`src/rtl/tmp2_target_if.sv`:
```
// I2C pin bundle for the TMP2 target: SCL/SDA inputs from the bus and the
// open-drain SDA drive pair.
// Open-drain semantics: SDA_t=1 releases the line, SDA_t=0 drives SDA_o (always 0)
// onto it; there is no valid/ready handshake, SCL edges pace every transfer.
interface tmp2_target_if;
  logic SCL_i;
  logic SDA_i;
  logic SDA_o;
  logic SDA_t;

  modport slave (input SCL_i, input SDA_i, output SDA_o, output SDA_t);
  modport master (output SCL_i, output SDA_i, input SDA_o, input SDA_t);
endinterface

```
`src/rtl/tmp2_target.sv`:
```
// I2C target emulating a TMP-style temperature sensor register file (address 10010xx).
// Optional macro TMP2_TARGET_GLITCH_FILTER_EN adds a 3-sample majority filter on SCL/SDA.
module tmp2_target (
  input  logic               clk,
  input  logic               rst,
  tmp2_target_if.slave       i2c,
  input  logic [1:0]         address_bits,
  input  logic [15:0]        temperature_i,
  output logic [7:0]         config_o,
  output logic [15:0]        t_high_o,
  output logic [15:0]        t_low_o,
  output logic [15:0]        t_crit_o,
  output logic [7:0]         t_hyst_o,
  output logic               write_o,
  output logic               sw_rst_o,
  output logic               busy,
  output logic [2:0]         dbg_state_o,
  output logic [7:0]         dbg_ptr_o
);

  localparam logic [7:0]  CFG_DEF  = 8'h00;
  localparam logic [15:0] HIGH_DEF = 16'h2000;
  localparam logic [15:0] LOW_DEF  = 16'h0500;
  localparam logic [15:0] CRIT_DEF = 16'h4980;
  localparam logic [7:0]  HYST_DEF = 8'h05;
  localparam logic [7:0]  SW_RST_PTR = 8'h2F;

  typedef enum logic [2:0] {
    IDLE, ADDR, ADDR_ACK, WR_BYTE, WR_ACK, RD_BYTE, RD_ACK, IGNORE
  } state_t;

  logic scl_s1_q, scl_s2_q, sda_s1_q, sda_s2_q;
  logic scl_prev_q, sda_prev_q;
  logic scl_line, sda_line;

  always_ff @(posedge clk) begin
    if (!rst) begin
      scl_s1_q <= 1'b1;
      scl_s2_q <= 1'b1;
      sda_s1_q <= 1'b1;
      sda_s2_q <= 1'b1;
    end else begin
      scl_s1_q <= i2c.SCL_i;
      scl_s2_q <= scl_s1_q;
      sda_s1_q <= i2c.SDA_i;
      sda_s2_q <= sda_s1_q;
    end
  end

`ifdef TMP2_TARGET_GLITCH_FILTER_EN
  logic [1:0] scl_h_q, sda_h_q;
  logic       scl_f_q, sda_f_q;

  // Majority of the current and two previous samples, registered: +2 cycles.
  always_ff @(posedge clk) begin
    if (!rst) begin
      scl_h_q <= 2'b11;
      sda_h_q <= 2'b11;
      scl_f_q <= 1'b1;
      sda_f_q <= 1'b1;
    end else begin
      scl_h_q <= {scl_h_q[0], scl_s2_q};
      sda_h_q <= {sda_h_q[0], sda_s2_q};
      scl_f_q <= (scl_s2_q & scl_h_q[0]) | (scl_s2_q & scl_h_q[1]) | (scl_h_q[0] & scl_h_q[1]);
      sda_f_q <= (sda_s2_q & sda_h_q[0]) | (sda_s2_q & sda_h_q[1]) | (sda_h_q[0] & sda_h_q[1]);
    end
  end

  assign scl_line = scl_f_q;
  assign sda_line = sda_f_q;
`else
  assign scl_line = scl_s2_q;
  assign sda_line = sda_s2_q;
`endif

  always_ff @(posedge clk) begin
    if (!rst) begin
      scl_prev_q <= 1'b1;
      sda_prev_q <= 1'b1;
    end else begin
      scl_prev_q <= scl_line;
      sda_prev_q <= sda_line;
    end
  end

  logic scl_rise, scl_fall, start_det, stop_det;
  assign scl_rise  = scl_line & ~scl_prev_q;
  assign scl_fall  = ~scl_line & scl_prev_q;
  assign start_det = scl_line & scl_prev_q & ~sda_line & sda_prev_q;
  assign stop_det  = scl_line & scl_prev_q & sda_line & ~sda_prev_q;

  state_t      state_q;
  logic [3:0]  bit_cnt_q;
  logic [6:0]  shift_q;
  logic [7:0]  tx_q;
  logic [7:0]  ptr_q;
  logic        ptr_phase_q;
  logic        rw_q;
  logic        ack_on_q;
  logic        sda_t_q;
  logic        busy_q;
  logic        write_q;
  logic        sw_rst_q;
  logic [15:0] snap_q;
  logic [7:0]  config_q;
  logic [15:0] t_high_q, t_low_q, t_crit_q;
  logic [7:0]  t_hyst_q;

  function automatic logic [7:0] reg_rd(input logic [7:0] p);
    case (p)
      8'h00:   reg_rd = snap_q[15:8];
      8'h01:   reg_rd = snap_q[7:0];
      8'h03:   reg_rd = config_q;
      8'h04:   reg_rd = t_high_q[15:8];
      8'h05:   reg_rd = t_high_q[7:0];
      8'h06:   reg_rd = t_low_q[15:8];
      8'h07:   reg_rd = t_low_q[7:0];
      8'h08:   reg_rd = t_crit_q[15:8];
      8'h09:   reg_rd = t_crit_q[7:0];
      8'h0A:   reg_rd = t_hyst_q;
      8'h0B:   reg_rd = 8'hCB;
      default: reg_rd = 8'h00;
    endcase
  endfunction

  logic [7:0] rx_byte, rd_cur, rd_nxt;
  logic       addr_match;
  assign rx_byte    = {shift_q, sda_line};
  assign addr_match = (rx_byte[7:1] == {5'b10010, address_bits});
  assign rd_cur     = reg_rd(ptr_q);
  assign rd_nxt     = reg_rd(ptr_q + 8'd1);

  always_ff @(posedge clk) begin
    write_q  <= 1'b0;
    sw_rst_q <= 1'b0;
    if (!rst) begin
      state_q     <= IDLE;
      bit_cnt_q   <= 4'd0;
      shift_q     <= 7'd0;
      tx_q        <= 8'd0;
      ptr_q       <= 8'h00;
      ptr_phase_q <= 1'b0;
      rw_q        <= 1'b0;
      ack_on_q    <= 1'b0;
      sda_t_q     <= 1'b1;
      busy_q      <= 1'b0;
      snap_q      <= 16'h0000;
      config_q    <= CFG_DEF;
      t_high_q    <= HIGH_DEF;
      t_low_q     <= LOW_DEF;
      t_crit_q    <= CRIT_DEF;
      t_hyst_q    <= HYST_DEF;
    end else if (stop_det) begin
      state_q <= IDLE;
      sda_t_q <= 1'b1;
      busy_q  <= 1'b0;
    end else if (start_det) begin
      state_q   <= ADDR;
      bit_cnt_q <= 4'd0;
      sda_t_q   <= 1'b1;
      busy_q    <= 1'b1;
    end else begin
      case (state_q)
        ADDR: if (scl_rise) begin
          shift_q   <= rx_byte[6:0];
          bit_cnt_q <= bit_cnt_q + 4'd1;
          if (bit_cnt_q == 4'd7) begin
            bit_cnt_q <= 4'd0;
            ack_on_q  <= 1'b0;
            if (addr_match) begin
              rw_q    <= sda_line;
              state_q <= ADDR_ACK;
              if (sda_line) snap_q <= temperature_i;
            end else begin
              state_q <= IGNORE;
            end
          end
        end
        // First fall after bit 8 pulls SDA low; the next one ends the ACK slot.
        ADDR_ACK: if (scl_fall) begin
          if (!ack_on_q) begin
            sda_t_q  <= 1'b0;
            ack_on_q <= 1'b1;
          end else if (rw_q) begin
            state_q   <= RD_BYTE;
            tx_q      <= {rd_cur[6:0], 1'b0};
            sda_t_q   <= rd_cur[7];
            bit_cnt_q <= 4'd1;
          end else begin
            state_q     <= WR_BYTE;
            ptr_phase_q <= 1'b1;
            sda_t_q     <= 1'b1;
            bit_cnt_q   <= 4'd0;
          end
        end
        WR_BYTE: if (scl_rise) begin
          shift_q   <= rx_byte[6:0];
          bit_cnt_q <= bit_cnt_q + 4'd1;
          if (bit_cnt_q == 4'd7) begin
            bit_cnt_q <= 4'd0;
            ack_on_q  <= 1'b0;
            state_q   <= WR_ACK;
            if (ptr_phase_q) begin
              ptr_phase_q <= 1'b0;
              ptr_q       <= rx_byte;
              if (rx_byte == SW_RST_PTR) begin
                sw_rst_q <= 1'b1;
                config_q <= CFG_DEF;
                t_high_q <= HIGH_DEF;
                t_low_q  <= LOW_DEF;
                t_crit_q <= CRIT_DEF;
                t_hyst_q <= HYST_DEF;
              end
            end else begin
              ptr_q   <= ptr_q + 8'd1;
              write_q <= (ptr_q >= 8'h03) && (ptr_q <= 8'h0A);
              case (ptr_q)
                8'h03:   config_q       <= rx_byte;
                8'h04:   t_high_q[15:8] <= rx_byte;
                8'h05:   t_high_q[7:0]  <= rx_byte;
                8'h06:   t_low_q[15:8]  <= rx_byte;
                8'h07:   t_low_q[7:0]   <= rx_byte;
                8'h08:   t_crit_q[15:8] <= rx_byte;
                8'h09:   t_crit_q[7:0]  <= rx_byte;
                8'h0A:   t_hyst_q       <= rx_byte;
                default: ;
              endcase
            end
          end
        end
        WR_ACK: if (scl_fall) begin
          if (!ack_on_q) begin
            sda_t_q  <= 1'b0;
            ack_on_q <= 1'b1;
          end else begin
            sda_t_q <= 1'b1;
            state_q <= WR_BYTE;
          end
        end
        RD_BYTE: if (scl_fall) begin
          if (bit_cnt_q == 4'd8) begin
            sda_t_q <= 1'b1;
            state_q <= RD_ACK;
          end else begin
            sda_t_q   <= tx_q[7];
            tx_q      <= {tx_q[6:0], 1'b0};
            bit_cnt_q <= bit_cnt_q + 4'd1;
          end
        end
        // Master NACK is seen on the rise; an ACK lets the next fall start the next byte.
        RD_ACK: begin
          if (scl_rise && sda_line) begin
            state_q <= IGNORE;
          end else if (scl_fall) begin
            ptr_q     <= ptr_q + 8'd1;
            tx_q      <= {rd_nxt[6:0], 1'b0};
            sda_t_q   <= rd_nxt[7];
            bit_cnt_q <= 4'd1;
            state_q   <= RD_BYTE;
          end
        end
        default: ;
      endcase
    end
  end

  assign i2c.SDA_o   = 1'b0;
  assign i2c.SDA_t   = sda_t_q;
  assign config_o    = config_q;
  assign t_high_o    = t_high_q;
  assign t_low_o     = t_low_q;
  assign t_crit_o    = t_crit_q;
  assign t_hyst_o    = t_hyst_q;
  assign write_o     = write_q;
  assign sw_rst_o    = sw_rst_q;
  assign busy        = busy_q;
  assign dbg_state_o = state_q;
  assign dbg_ptr_o   = ptr_q;

endmodule

```
`src/flat_wrapper.sv`:
```
// flat-port wrapper written by rule: the top's interface ports become plain ports
module tmp2_target_flat 
  (clk, rst, address_bits, temperature_i, config_o, t_high_o, t_low_o, t_crit_o, t_hyst_o, write_o, sw_rst_o, busy, dbg_state_o, dbg_ptr_o, i2c_SCL_i, i2c_SDA_i, i2c_SDA_o, i2c_SDA_t);
  tmp2_target_if i2c_i ();
  input  logic clk;
  input  logic rst;
  input  logic [1:0] address_bits;
  input  logic [15:0] temperature_i;
  output logic [7:0] config_o;
  output logic [15:0] t_high_o;
  output logic [15:0] t_low_o;
  output logic [15:0] t_crit_o;
  output logic [7:0] t_hyst_o;
  output logic write_o;
  output logic sw_rst_o;
  output logic busy;
  output logic [2:0] dbg_state_o;
  output logic [7:0] dbg_ptr_o;
  input wire logic [$bits(i2c_i.SCL_i)-1:0] i2c_SCL_i;
  input wire logic [$bits(i2c_i.SDA_i)-1:0] i2c_SDA_i;
  output wire logic [$bits(i2c_i.SDA_o)-1:0] i2c_SDA_o;
  output wire logic [$bits(i2c_i.SDA_t)-1:0] i2c_SDA_t;
  assign i2c_i.SCL_i = i2c_SCL_i;
  assign i2c_i.SDA_i = i2c_SDA_i;
  assign i2c_SDA_o = i2c_i.SDA_o;
  assign i2c_SDA_t = i2c_i.SDA_t;
  tmp2_target u_core (.clk(clk), .rst(rst), .i2c(i2c_i), .address_bits(address_bits), .temperature_i(temperature_i), .config_o(config_o), .t_high_o(t_high_o), .t_low_o(t_low_o), .t_crit_o(t_crit_o), .t_hyst_o(t_hyst_o), .write_o(write_o), .sw_rst_o(sw_rst_o), .busy(busy), .dbg_state_o(dbg_state_o), .dbg_ptr_o(dbg_ptr_o));
endmodule
```
`config.mk`:
```
export PLATFORM = sky130hd
export DESIGN_NAME = tmp2_target_flat
export DESIGN_NICKNAME = d
export VERILOG_FILES = /design/src/rtl/tmp2_target_if.sv /design/src/rtl/tmp2_target.sv /design/src/flat_wrapper.sv
export SDC_FILE = /design/constraint.sdc
export NUM_CORES = 1
export LEC_CHECK = 0
export CAP_MARGIN = 20
export CORE_ASPECT_RATIO = 1.5
export CORE_MARGIN = 5
export CORE_UTILIZATION = 50
export CTS_CLUSTER_SIZE = 8
export DETAILED_ROUTE_END_ITERATION = 12
export PLACE_DENSITY = 0.74
export SYNTH_ARGS = -nofsm -noshare
export SYNTH_HDL_FRONTEND = slang
export SYNTH_SLANG_ARGS = --single-unit
```
`constraint.sdc`:
```
create_clock -name clk -period 6.9 [get_ports clk]
set_input_delay 0.69 -clock clk [delete_from_list [all_inputs] [get_ports clk]]
set_output_delay 0.69 -clock clk [all_outputs]
set_load 0.1 [all_outputs]
```
==> results by stage <==
Finish:
- The fraction of the core area covered by cells at the end of the flow is 61.3%.
- The area used by sequential logic in the layout is 0.00244 sq mm.
- Relative to the synthesized area, the layout overhead comes to 21.7%.
- The ratio of cells with drive above 1 in the final layout is 6.80%.
- After filler insertion, the fill cell instance count of the layout stands at 1,286.
- The number of antenna cells inserted is 0.
- For this run, the post-layout net count is 974.
- The multi-input logic area is 0.00445 sq mm.

Synthesis:
- Among all flip-flop cells after synthesis, the most frequent one is sky130_fd_sc_hd__dfxtp_1.
- The count of synthesis-stage warnings from yosys is 0.
- The synthesized cell area is 0.00725 sq mm.
- The commonest cells after synthesis are sky130_fd_sc_hd__dfxtp_1 (122), sky130_fd_sc_hd__nand2_1 (84), sky130_fd_sc_hd__o21ai_0 (77).
- The number of enable-type register cells in the synthesized netlist is 0.
- The share of flip-flops with an asynchronous set or reset is 0%.
- In this run, distinct cell masters in the synthesized netlist total 83.
- Of the synthesized area, sequential elements account for 33.7%.
- Counting every net in the synthesized netlist gives 915.
- The most common cell in the synthesized netlist is sky130_fd_sc_hd__dfxtp_1.
- The cell taking the most area after synthesis is sky130_fd_sc_hd__dfxtp_1.
- After synthesis, the cell types taking the most area are sky130_fd_sc_hd__dfxtp_1 (34%), sky130_fd_sc_hd__mux2i_1 (8.4%), sky130_fd_sc_hd__nor2b_1 (6.1%).
- The top cell type by area accounts for 33.7% of the synthesized area.
- In this run, synthesis produced a sequential element count of 122.
- The average instance in the mapped netlist occupies 8.19 sq um.
- The synthesized netlist cell count is 886.

Floorplanning:
- The number of top-level design ports is 102.
- The initial core utilization is 50.4%.
- The number of rows created at floorplan is 54.
- The core area is 0.0144 sq mm.
- The height of the die is 158 microns.
- The die extent in x is 108 microns.
- The die covers 0.0171 sq mm.

Clock tree:
- At the later pin of the worst-skew pair, clock insertion delay measures 430 ps.
- The cts-stage hold buffer count is 0.
- The clock transition at the registers of the reported paths is 50 ps.
- Post-CTS timing repair inserted 0 buffers for setup.
- CTS saw 122 sinks.
- The number of cells upsized or downsized after cts is 0.
- The tree is rooted in a sky130_fd_sc_hd__clkbuf_16.
- The clock tree synthesis step divided the H-tree into 4 levels.
- The maximum count of clock buffers along a single path is 2.
- TritonCTS built the clock tree.
- Clock tree synthesis inserted a total of 17 buffers.

Setup path:
- By startpoint and endpoint, the worst setup path is classified as flop to flop.
- STA classifies the critical path startpoint as a flop.
- The required time reported for the critical path endpoint is 7210 ps.
- In this run the worst path has a maximum fanout of 36.
- The arrival time reported for the critical path endpoint is 3550 ps.
- The endpoint class of the critical path is a flop.

Hold path:
- The path category of the worst min-delay check is flop to flop.

Power and ir drop:
- Summed over all cells, the static leakage comes to 2.97 nW.
- Dividing total power by cell area gives a power density of 182 mW/mm^2.
- The peak ir drop on the vdd network is 0.000158 V.

Run:
- The max-capacitance violation count is 0.

Route:
- The DRC violation count after routing is 0.
- The detailed-route vias per instance is 6.47.
- The first routing iteration left 676 violations.
- The final route contains 7,456 vias.
- The detailed-router iteration count before antenna repair is 6.
- The total wirelength of the detailed-routed design is 26,000 microns.
- The post-detailed-route wirelength per cell is 22.6 microns.
- The remaining antenna violation count is 0.

Timing:
- The transition time at the pin with the least slew margin is 1070 ps.
- The setup-violating endpoint count in the final report is 0.
- Based on the critical path, the design can be clocked at up to 0.308 GHz.
- Hold timing on the final database bottoms out at a slack of 405 ps.
- The time the final worst path needs with I/O delays and setup is 3240 ps.
- Setup repair after global routing left no endpoint under its margin.
- The count of final hold-check violations is 0.
- The largest clock skew in the final design is 15.3 ps.
- Setup total negative slack on the finished layout was measured at 0 ps.
- The headroom to the max-slew limit is 28.3%.
- The final cycle utilization of the critical path is 47.0%.
- The number of max-slew violations in the final report is 0.

GRT:
- The largest net degree at the start of global routing is 120.
- The initial antenna violation count is 0.
- The remaining global-route overflow is 0.
- The global-route wire length before repair is 40,100 microns.
- Global routing used 30.7% of the available tracks.
- The via count of the first global-routing pass is 7,127.

Status:
- The flow ran to the end, and the final reports show no timing, DRC or antenna violations.

Placement:
- The wire-length estimate of the detail-placed layout is 17,800 microns.
- Buffers placed on the I/O ports in this run total 100.
- The final weighted congestion in routability-driven placement is 0.983.
layer usage:
| layer | vias up | global-route usage [%] | wire length, microns |
|---|---|---|---|
| met5 | - | 0 | 0 |
| met4 | 0 | 21.1 | 1840 |
| met3 | 96 | 5.66 | 2010 |
| met2 | 474 | 50.3 | 12400 |
| met1 | 3499 | 36.1 | 9720 |
| li1 | 3387 | - | - |
cell usage in the layout (no fill, tap or decap), drive strengths merged, types with 5 or more instances in the layout:
| cell type | instances |
|---|---|
| o21ai | 90 |
| nor2 | 42 |
| mux2i | 61 |
| a31oi | 10 |
| o22ai | 12 |
| clkdlybuf4s50 | 99 |
| a21oi | 45 |
| buf | 11 |
| nand3b | 7 |
| nand3 | 30 |
| clkbuf | 20 |
| inv | 15 |
| a21o | 5 |
| nand2 | 84 |
| o221ai | 6 |
| clkinvlp | 5 |
| ha | 7 |
| nor4 | 7 |
| dfxtp | 122 |
| nor3 | 8 |
| a211oi | 6 |
| a22o | 7 |
| nand2b | 15 |
| a221oi | 7 |
| o31ai | 6 |
| a222oi | 11 |
| nor2b | 71 |
| a21boi | 36 |
| a22oi | 34 |
layout make-up:
type	instances	area share [%]
Multi-Input combinational cell	679	50.4
Sequential cell	122	27.7
Timing Repair Buffer	110	12.1
Clock buffer	20	5.29
Tap cell	196	2.78
Clock inverter	10	1.08
Inverter	15	0.638
critical path: stages, from the launching register on:
cell and delay [ps]:
sky130_fd_sc_hd__dfxtp_1 580, sky130_fd_sc_hd__ha_1 220, sky130_fd_sc_hd__buf_4 370, sky130_fd_sc_hd__inv_1 160
sky130_fd_sc_hd__nor3_1 840, sky130_fd_sc_hd__nor2_1 220, sky130_fd_sc_hd__nor2_4 410, sky130_fd_sc_hd__mux2i_1 240
sky130_fd_sc_hd__nor2b_1 60
per-stage QoR:
step           cells  setup WS [ps]  instance area, sq um  total power, mW
4_1_cts         1152           3760                  8820             1.62
6_report        1152           3660                  8820             1.61
2_1_floorplan    886           3840                  7250            0.759
5_1_grt         1152           3570                  8820             1.66
3_5_place_dp    1122           3800                  8260            0.779
3_3_place_gp    1122           3850                  8260            0.779
sequential cells by signal (all words and copies together) (netlist names), 3 cells and up:
| name | count |
|---|---|
| u_core.bit_cnt_q | 4 |
| u_core.config_o | 8 |
| u_core.dbg_ptr_o | 8 |
| u_core.dbg_state_o | 3 |
| u_core.shift_q | 7 |
| u_core.snap_q | 16 |
| u_core.t_crit_o | 16 |
| u_core.t_high_o | 16 |
| u_core.t_hyst_o | 8 |
| u_core.t_low_o | 16 |
| u_core.tx_q | 7 |
logic make-up after synthesis:
family,Yosys count,share of synthesized area (%)
compound gates,310,29.2
simple gates,295,21.8
flops,122,33.7
buf+inv,85,5.02
mux,62,8.57
fa+ha+maj,7,1.21
xor+xnor,4,0.483
other cells,1,0.0517
final timing paths:
path / from / end / slack (ps) / cells after the start
worst min register to register: u_core.scl_s1_q$_SDFF_PN1_ / u_core.scl_line$_SDFF_PN1_ / 400 / 1
worst min-delay path: u_core.scl_s1_q$_SDFF_PN1_ / u_core.scl_line$_SDFF_PN1_ / 400 / 1
worst max register to register: u_core.dbg_ptr_o[1]$_SDFFE_PN0P_ / u_core.t_hyst_o[5]$_SDFFE_PN0P_ / 3660 / 8
worst max-delay path: u_core.dbg_ptr_o[1]$_SDFFE_PN0P_ / u_core.t_hyst_o[5]$_SDFFE_PN0P_ / 3660 / 8
power breakdown:
| part | total [mW] | internal, mW | switching, mW |
|---|---|---|---|
| logic | 0.0537 | 0.0256 | 0.0281 |
| clock network | 0.846 | 0.519 | 0.327 |
| registers | 0.710 | 0.707 | 0.00341 |
No activity file was read; power rests on OpenSTA's default activity.
